**config.mk**
```make
export PLATFORM = sky130hd
export DESIGN_NAME = stopwatch_display_n
export DESIGN_NICKNAME = d
export VERILOG_FILES = /design/src/rtl/stopwatch_display_n.sv
export SDC_FILE = /design/constraint.sdc
export NUM_CORES = 1
export LEC_CHECK = 0
export BUFFER_PORTS_ARGS = -buffer_cell sky130_fd_sc_hd__clkbuf_2
export CORE_MARGIN = 3
export CORE_UTILIZATION = 36
export CTS_CLUSTER_SIZE = 28
export DETAILED_ROUTE_END_ITERATION = 12
export GPL_TIMING_DRIVEN = 0
export SYNTH_ARGS = -nofsm -noshare
export SYNTH_HDL_FRONTEND = slang
export SYNTH_SLANG_ARGS = --single-unit
```
**constraint.sdc**
```tcl
create_clock -name clk -period 4.4 [get_ports clk]
set_clock_uncertainty 0.1 [all_clocks]
set_input_delay 0.22 -clock clk [delete_from_list [all_inputs] [get_ports clk]]
set_output_delay 0.22 -clock clk [all_outputs]
set_load 0.02 [all_outputs]
```
**src/rtl/stopwatch_display_n.sv**
```systemverilog
// BCD stopwatch with run/stop FSM, preset/count modes and a
// multiplexed, active-low seven-segment display driver.
module stopwatch_display_n #(
  parameter int NUM_DIGITS = 4,
  parameter int TICK_DIV   = 1000000,
  parameter int SCAN_DIV   = 100000,
  parameter int DP_POS     = 2
) (
  input  logic                    clk,
  input  logic                    reset,
  input  logic                    startstop,
  input  logic [1:0]              mode,
  input  logic [4*NUM_DIGITS-1:0] preset,
  input  logic                    blank_lz,
  output logic [NUM_DIGITS-1:0]   an,
  output logic [6:0]              sseg,
  output logic                    dp,
  output logic                    running,
  output logic                    done
);

  localparam int W  = 4 * NUM_DIGITS;
  localparam int TW = $clog2(TICK_DIV);
  localparam int SW = $clog2(SCAN_DIV);
  localparam int IW = $clog2(NUM_DIGITS);

  localparam logic [W-1:0]  NINES    = {NUM_DIGITS{4'h9}};
  localparam logic [TW-1:0] TICK_TOP = TW'(TICK_DIV - 1);
  localparam logic [SW-1:0] SCAN_TOP = SW'(SCAN_DIV - 1);
  localparam logic [IW-1:0] IDX_TOP  = IW'(NUM_DIGITS - 1);
  localparam logic [IW-1:0] IDX_DP   = IW'(DP_POS);

  typedef enum logic [1:0] {
    ST_IDLE,
    ST_RUN,
    ST_DONE
  } state_t;

  state_t        state_q;
  state_t        state_d;
  logic [TW-1:0] tick_cnt;
  logic          tick;
  logic          ss_q;
  logic          ss_rise;
  logic [1:0]    mode_q;
  logic          mode_chg;
  logic          count_up;
  logic [W-1:0]  clamp;
  logic [W-1:0]  start_val;
  logic [W-1:0]  cnt_q;
  logic [W-1:0]  stepped;
  logic          step_done;
  logic [3:0]    step_dig;
  logic          cy;
  logic [SW-1:0] scan_cnt;
  logic [IW-1:0] idx;
  logic [NUM_DIGITS-1:0] lz;
  logic          lz_run;
  logic [3:0]    cur_digit;
  logic          cur_blank;
  logic [6:0]    seg_dec;
  logic [NUM_DIGITS-1:0] an_q;
  logic [6:0]    sseg_q;
  logic          dp_q;

  assign tick     = (tick_cnt == TICK_TOP);
  assign ss_rise  = startstop & ~ss_q;
  assign mode_chg = (mode != mode_q);
  assign count_up = ~mode_q[1];

  // free-running count-step divider
  always_ff @(posedge clk) begin
    if (reset) begin
      tick_cnt <= '0;
    end else if (tick) begin
      tick_cnt <= '0;
    end else begin
      tick_cnt <= tick_cnt + TW'(1);
    end
  end

  // input history for edge and mode-change detection
  always_ff @(posedge clk) begin
    ss_q   <= startstop;
    mode_q <= mode;
  end

  // start value: preset digits saturate at 9
  always_comb begin
    clamp = '0;
    for (int i = 0; i < NUM_DIGITS; i++) begin
      if (preset[4*i +: 4] > 4'd9) begin
        clamp[4*i +: 4] = 4'd9;
      end else begin
        clamp[4*i +: 4] = preset[4*i +: 4];
      end
    end
    unique case (mode)
      2'b00:   start_val = '0;
      2'b01:   start_val = clamp;
      2'b10:   start_val = clamp;
      default: start_val = NINES;
    endcase
  end

  // one BCD step with ripple carry/borrow
  always_comb begin
    stepped  = cnt_q;
    step_dig = '0;
    cy       = 1'b1;
    for (int i = 0; i < NUM_DIGITS; i++) begin
      step_dig = cnt_q[4*i +: 4];
      if (cy) begin
        if (count_up) begin
          if (step_dig == 4'd9) begin
            step_dig = 4'd0;
          end else begin
            step_dig = step_dig + 4'd1;
            cy       = 1'b0;
          end
        end else begin
          if (step_dig == 4'd0) begin
            step_dig = 4'd9;
          end else begin
            step_dig = step_dig - 4'd1;
            cy       = 1'b0;
          end
        end
      end
      stepped[4*i +: 4] = step_dig;
    end
    step_done = count_up ? (stepped == NINES)
                         : (stepped == '0);
  end

  // run-state register
  always_ff @(posedge clk) begin
    if (reset) begin
      state_q <= ST_IDLE;
    end else begin
      state_q <= state_d;
    end
  end

  // run-state transitions; a finishing step beats a toggle
  always_comb begin
    state_d = state_q;
    if (mode_chg) begin
      state_d = ST_IDLE;
    end else begin
      unique case (state_q)
        ST_IDLE: begin
          if (ss_rise) state_d = ST_RUN;
        end
        ST_RUN: begin
          if (tick && step_done) begin
            state_d = ST_DONE;
          end else if (ss_rise) begin
            state_d = ST_IDLE;
          end
        end
        ST_DONE: begin
          if (ss_rise) state_d = ST_IDLE;
        end
        default: state_d = ST_IDLE;
      endcase
    end
  end

  // status outputs decoded from the run state
  always_comb begin
    running = (state_q == ST_RUN);
    done    = (state_q == ST_DONE);
  end

  // count register: reload, step or hold
  always_ff @(posedge clk) begin
    if (reset) begin
      cnt_q <= start_val;
    end else if (mode_chg) begin
      cnt_q <= start_val;
    end else if (state_q == ST_RUN && tick) begin
      cnt_q <= stepped;
    end else if (state_q == ST_DONE && ss_rise) begin
      cnt_q <= start_val;
    end
  end

  // digit scan timer and index
  always_ff @(posedge clk) begin
    if (reset) begin
      scan_cnt <= '0;
      idx      <= '0;
    end else if (scan_cnt == SCAN_TOP) begin
      scan_cnt <= '0;
      idx      <= (idx == IDX_TOP) ? '0 : idx + IW'(1);
    end else begin
      scan_cnt <= scan_cnt + SW'(1);
    end
  end

  // leading-zero map and current digit select
  always_comb begin
    lz     = '0;
    lz_run = 1'b1;
    for (int i = NUM_DIGITS - 1; i >= 0; i--) begin
      lz_run = lz_run && (cnt_q[4*i +: 4] == 4'd0);
      lz[i]  = lz_run;
    end
    cur_digit = '0;
    cur_blank = 1'b0;
    for (int i = 0; i < NUM_DIGITS; i++) begin
      if (idx == IW'(i)) begin
        cur_digit = cnt_q[4*i +: 4];
        cur_blank = blank_lz && lz[i] && (i > DP_POS);
      end
    end
  end

  // active-low segment decode, g..a
  always_comb begin
    unique case (cur_digit)
      4'd0:    seg_dec = 7'b1000000;
      4'd1:    seg_dec = 7'b1111001;
      4'd2:    seg_dec = 7'b0100100;
      4'd3:    seg_dec = 7'b0110000;
      4'd4:    seg_dec = 7'b0011001;
      4'd5:    seg_dec = 7'b0010010;
      4'd6:    seg_dec = 7'b0000010;
      4'd7:    seg_dec = 7'b1111000;
      4'd8:    seg_dec = 7'b0000000;
      4'd9:    seg_dec = 7'b0010000;
      default: seg_dec = 7'b1111111;
    endcase
  end

  // registered display drive
  always_ff @(posedge clk) begin
    if (reset) begin
      an_q   <= '1;
      sseg_q <= 7'b1111111;
      dp_q   <= 1'b1;
    end else begin
      an_q   <= ~(NUM_DIGITS'(1) << idx);
      sseg_q <= cur_blank ? 7'b1111111 : seg_dec;
      dp_q   <= (idx != IDX_DP);
    end
  end

  assign an   = an_q;
  assign sseg = sseg_q;
  assign dp   = dp_q;

endmodule

```
# Word level (Yosys, flattened, before mapping)
# Memories as Yosys holds them, arrays and structs flattened. A register that Yosys moved wholly into a read port is not among the register bits.
# Index checks and enable logic that the tools add are counted.
[totals] word_cells=110 mem_bits_ro=112 regBits=65 mem_count=1
[op_classes] addsub=11 n_eq_ne=17 n_shift=1 n_reduce_logical=18 n_lt_le_gt_ge=4 muxes=46 bitwise_logic=3
[mem_list] memory="(name not given)" words=16 width=7 rd=1 rd_clocked_by_memory_dff=1 wr=0 line="222" source="unique case (cur_digit)"
[ops] op="2-to-1 mux 4 bit" n=23
[ops] op="2-to-1 mux 16 bit" n=4
[ops] op="one-hot mux 16 bit (2 select lines)" n=1
[ops] op="adder 20 x 1 -> 20 bit, second input constant" n=1
[ops] op="equality test 20 bit, second input constant" n=1
[ops] op="adder 17 x 1 -> 17 bit, second input constant" n=1
[ops] op="equality test 17 bit, second input constant" n=1
[ops] op="adder 4 x 1 -> 4 bit, second input constant" n=4
[ops] op="equality test 16 bit, second input constant" n=1
[ops] op="equality test 4 bit, second input constant" n=4
[ops] op="greater-than comparator 4 bit, second input constant" n=4
[ops] op="zero test 16 bit" n=1
[ops] op="zero test 4 bit" n=4
[ops] op="subtractor 4 x 1 -> 4 bit, second input constant" n=4
[ops] op="2-to-1 mux 1 bit" n=13
[ops] op="OR reduction 2 bit" n=5
[ops] op="equality test 2 bit, second input constant" n=4
[ops] op="2-to-1 mux 2 bit" n=4
[ops] op="equality test 2 x 1 -> 1 bit, second input constant" n=3
[ops] op="zero test 2 bit" n=3
[ops] op="one-hot mux 2 bit (3 select lines)" n=1
[ops] op="logical AND 1 bit" n=4
[ops] op="!= test 2 bit, second input constant" n=2
[ops] op="NOT 4 bit" n=1
[ops] op="6 further kinds" n=6

# Depth between registers and ports, before layout
[depth] word_depth=11 depth_mapped=11 mapped_depth_nobuf=11

# Worst setup path after synthesis
# No wires, ideal clock.
[synth_path] path_kind="register to register" from="register cnt_q[4]" to="register state_q[0]" path_stages_with_launch=9 period_less_slack_ns=2.153 setup_ns=0.120 path_buffers=1 arrival_time_ns=1.933 setup_slack_ns=2.247 required_time_ns=4.180 cell_sequence="edfxtp_1 > buf_6 > nor3b_2 > o2111ai_1 > o31a_1 > a211oi_2 > and3_1 > nand3_1 > o31a_1"
[synth_via] elab_chain_len=11 word_cells_on_any_way=21 classes_between="add/sub: 2; eq/ne: 2; mux: 14; reduce/logical: 3"
[synth_rtl] element="start: declaration" line="50" source="logic [W-1:0] cnt_q;"
[synth_rtl] element="start signal: assignment" line="179" source="cnt_q <= start_val;"
[synth_rtl] element="start signal: assignment" line="181" source="cnt_q <= start_val;"
[synth_rtl] element="start signal: assignment" line="183" source="cnt_q <= stepped;"
[synth_rtl] element="equality test 4 bit or zero test 4 bit (tied branches)"
[synth_rtl] element="2-to-1 mux 1 bit, on equally long branches" line="115, 122"
[synth_rtl] element="2-to-1 mux 1 bit" line="114" source="if (count_up) begin"
[synth_rtl] element="2-to-1 mux 1 bit (2 in a row)" line="113" source="if (cy) begin"
[synth_rtl] element="2-to-1 mux 4 bit" line="113"
[synth_rtl] element="equality test 16 bit or zero test 16 bit (tied branches)" line="132, 133"
[synth_rtl] element="2-to-1 mux 1 bit (*)" line="132" source="step_done = count_up ? (stepped == NINES)"
[synth_rtl] element="logical AND 1 bit (*)" line="156" source="if (tick && step_done) begin"
[synth_rtl] element="2-to-1 mux 2 bit (*)" line="156"
[synth_rtl] element="one-hot mux 2 bit (3 select lines) (*)" line="151" source="unique case (state_q)"
[synth_rtl] element="end signal: assignment" line="141" source="state_q <= state_d;"
[synth_rtl] element="end: declaration" line="39" source="state_t state_q;"
# Mark *: on every way between the ends. The rest lies on a longest branch, timed or not.
# A chain may end at the register's enable or synchronous reset.

# Worst setup path after layout
[layout_path] from="register tick_cnt[8]" to="register cnt_q[8], enable pin"
[layout_via] elab_chain_len=3
[layout_rtl] element="start: declaration" line="41" source="logic [TW-1:0] tick_cnt;"
[layout_rtl] element="start signal: assignment" line="78" source="tick_cnt <= tick_cnt + TW'(1);"
[layout_rtl] element="equality test 20 bit" line="66" source="assign tick = (tick_cnt == TICK_TOP);"
[layout_rtl] element="logical AND 1 bit" line="182" source="end else if (state_q == ST_RUN && tick) begin"
[layout_rtl] element="nonzero test 4 bit (no line)"
[layout_rtl] element="end signal: assignment" line="181"
[layout_rtl] element="end signal: assignment" line="183"
[layout_rtl] element="end signal: assignment" line="185" source="cnt_q <= start_val;"
# Every way passes these cells.

==> flow_summary.ini <==
[setup_path]
critical_path_arrival_ns = 2.57
crit_path_end_kind = flop
critical_path.startpoint_type = flop
crit_path_max_fanout = 16
worst_ep_required_time_ns = 4.27
setup.worst_path.class = flop to flop

[synthesis]
muxShareOfSynthArea = 0.0266
yosys_register_bits = 71
post_synth_inst_count = 518
postSynth.asyncResetShare = 0
dominant_combinational_cell_family_by_area_after_synthesis = simple AND/OR/NAND/NOR gates
synth-simple-area-share = 0.275
yosysUniqueCellTypes = 71
postSynth.topFlopCell = sky130_fd_sc_hd__dfxtp_1
synth.top_cell.area_share = 0.255
synth_compound_area_frac = 0.162
synthesized_area_per_cell_um2 = 8.35
yosys.area_share.xor_xnor = 0.0810
yosysSeqAreaShare = 0.366
synth_area_leader_cell = sky130_fd_sc_hd__dfxtp_1
synth.area.top_cells = sky130_fd_sc_hd__dfxtp_1 (25%), sky130_fd_sc_hd__edfxtp_1 (11%), sky130_fd_sc_hd__nor2_1 (5.6%)
mappedNetlistArea_mm2 = 0.00432
synth_nets = 553
synth-adder-area-share = 0.0376
yosys_warnings = 0
synth-edff-count = 16

[die]
fp.dieArea_mm2 = 0.0134
die_h_um = 116
fp-row-count = 39
initial_core_util = 0.374
chip_width_um = 116
floorplan.io_pins = 36
coreArea_mm2 = 0.0116

[timing]
slew_viol_final = 0
final_period_minus_worst_setup_slack_ns = 2.70
relSlewSlack = 0.420
max_clock_freq_mhz = 370
setup_violations = 0
worstMarginPinSlew_ns = 0.869
grt_setup_unrepaired = no
finalSetupTns_ns = 0
fin_ws_ns = 1.70
min_period_over_period = 0.615
timing.final.hold_violations = 0

[cells_and_area]
post-route-util = 0.434
nNetsFinal = 602
num-fill-cells = 1152
final_layout_size_suffix_gt1_frac = 0.143
finalInstanceArea_mm2 = 0.00502
area_taken_by_multi_input_logic_gates_mm2 = 0.00252
finish.cell_count_without_fillers = 715
syn_to_final_growth_pct = 16.0
register_area_mm2 = 0.00158
insertedDiodeCount = 0

[placed_design]
placement.cell_area_mm2 = 0.00468
post-place-ws_ns = 1.70
gp_congestion = 0.930
dp_hpwl_mm = 8.07
place.port_buffers = 35
dp.cells = 696

[power]
power_per_cell_area_mw_per_mm2 = 357
vdd.ir_drop.worst_v = 0.000207
leakage_power_summed_over_all_cells_nw = 1.92

[cts]
num_clock_sinks = 71
clock_tree.htree_level_count = 3
cts_hold_buf = 3
clock-root-buffer = sky130_fd_sc_hd__clkbuf_16
tritoncts = built
post_cts.resized_instances = 0
post-cts-setup-buffers = 0
clkTransAtPathRegs_ns = 0.06
cts_made_buffers = 9
insertion_delay_ns = 0.34
clock_path_buffers = 2

[grt]
overflow = 0
grt_max_degree = 17
groute.layer.met1.usage = 0.204
grt_first_pass_wirelength_mm = 17.9
grt_use_total = 0.169
grtUsageMet2 = 0.289
vias_in_the_first_global_route = 3756
groute.layer.met3.usage = 0.0261
antenna_found_initial = 0
grt_most_used_layer = met2

[routing]
drt_pre_antenna_iters = 5
wire_per_inst_um = 15.0
drtAntennaViolNets = 0
detailed_router_s_first_iteration_violation_count = 202
vias_per_cell = 5.36
route.detailed.drc = 0
wirelength_mm = 10.7
routed-via-count = 3834

[status]
outcome = finished clean

[flow_run]
max_capacitance_violation_count = 0

[hold_path]
holdCritPathClass = primary input to flop
## where the power goes
group,leakage (nW),switching [mW],internal [mW],total (mW)
Sequential,0.618,0.0258,0.703,0.729
Clock,0.151,0.282,0.471,0.753
Combinational,1.15,0.189,0.118,0.307
## placed cells by master, fill, tap and decap left out, types with 14 or more instances in the layout
| cell | n |
|---|---|
| sky130_fd_sc_hd__a21oi_1 | 19 |
| sky130_fd_sc_hd__clkbuf_1 | 14 |
| sky130_fd_sc_hd__clkbuf_2 | 35 |
| sky130_fd_sc_hd__dfxtp_1 | 55 |
| sky130_fd_sc_hd__edfxtp_1 | 16 |
| sky130_fd_sc_hd__inv_1 | 21 |
| sky130_fd_sc_hd__nand2_1 | 38 |
| sky130_fd_sc_hd__nand3_1 | 30 |
| sky130_fd_sc_hd__nor2_1 | 65 |
| sky130_fd_sc_hd__o21ai_0 | 35 |
| sky130_fd_sc_hd__xnor2_1 | 15 |
| sky130_fd_sc_hd__xor2_1 | 25 |
## critical path, cell delays in order (launching register included)
cell	delay, ns
sky130_fd_sc_hd__dfxtp_1	0.34
sky130_fd_sc_hd__nor4b_1	0.30
sky130_fd_sc_hd__nand4_1	0.13
sky130_fd_sc_hd__nor4_1	0.60
sky130_fd_sc_hd__a221o_1	0.85
## final timing paths
path / start / endpoint / slack, ns / cells past startpoint
setup / recovery: tick_cnt[8] / cnt_q[8] / 1.70 / 4
hold / removal: blank_lz / sseg[6] / 0.09 / 3
setup reg to reg: tick_cnt[8] / cnt_q[8] / 1.70 / 4
hold reg to reg: scan_cnt[0] / scan_cnt[0] / 0.35 / 1
## layer usage
layer	wire [um]	vias up
met5	0	-
met4	341	0
met3	397	21
met2	5270	80
met1	4720	1795
li1	-	1938
## kinds of logic (layout without fill, tap and decap cells)
family,Yosys count,in the layout
mux,11,11
compound gates,107,107
fa+ha+maj,13,13
simple gates,226,226
flops,71,71
buf+inv,50,104
xor+xnor,40,40
## layout make-up
| cell class | instances | area share |
|---|---|---|
| Clock inverter | 5 | 0.0107 |
| Buffer | 28 | 0.0277 |
| Clock buffer | 11 | 0.0506 |
| Inverter | 22 | 0.0165 |
| Sequential cell | 71 | 0.315 |
| Timing Repair Buffer | 38 | 0.0409 |
| Tap cell | 143 | 0.0357 |
| Multi-Input combinational cell | 397 | 0.503 |
## state kept, by name, indices dropped and copies added, names as in the netlist
signal    cells
tick_cnt     20
state_q       2
scan_cnt     17
mode_q        2
sseg          7
cnt_q        16
ss_q          1
dp            1
an            3
idx           2
## metrics by stage
step / power [mW] / hold WS, ns
final: 1.79 / 0.0860
after global routing: 1.87 / 0.102
after CTS: 1.80 / 0.0761
after detailed placement: 1.04 / 0.244
after global placement: 1.04 / 0.241
after floorplan: 0.957 / 0.148
## Yosys cell counts, types with 13 or more instances
master and instances:
sky130_fd_sc_hd__a21oi_1 19, sky130_fd_sc_hd__clkbuf_1 13, sky130_fd_sc_hd__dfxtp_1 55, sky130_fd_sc_hd__edfxtp_1 16, sky130_fd_sc_hd__ha_1 13, sky130_fd_sc_hd__inv_1 21
sky130_fd_sc_hd__nand2_1 38, sky130_fd_sc_hd__nand3_1 30, sky130_fd_sc_hd__nor2_1 65, sky130_fd_sc_hd__nor3_1 13, sky130_fd_sc_hd__o21ai_0 35, sky130_fd_sc_hd__xnor2_1 15
sky130_fd_sc_hd__xor2_1 25
Note: power is estimated with default switching activity, not from simulation.
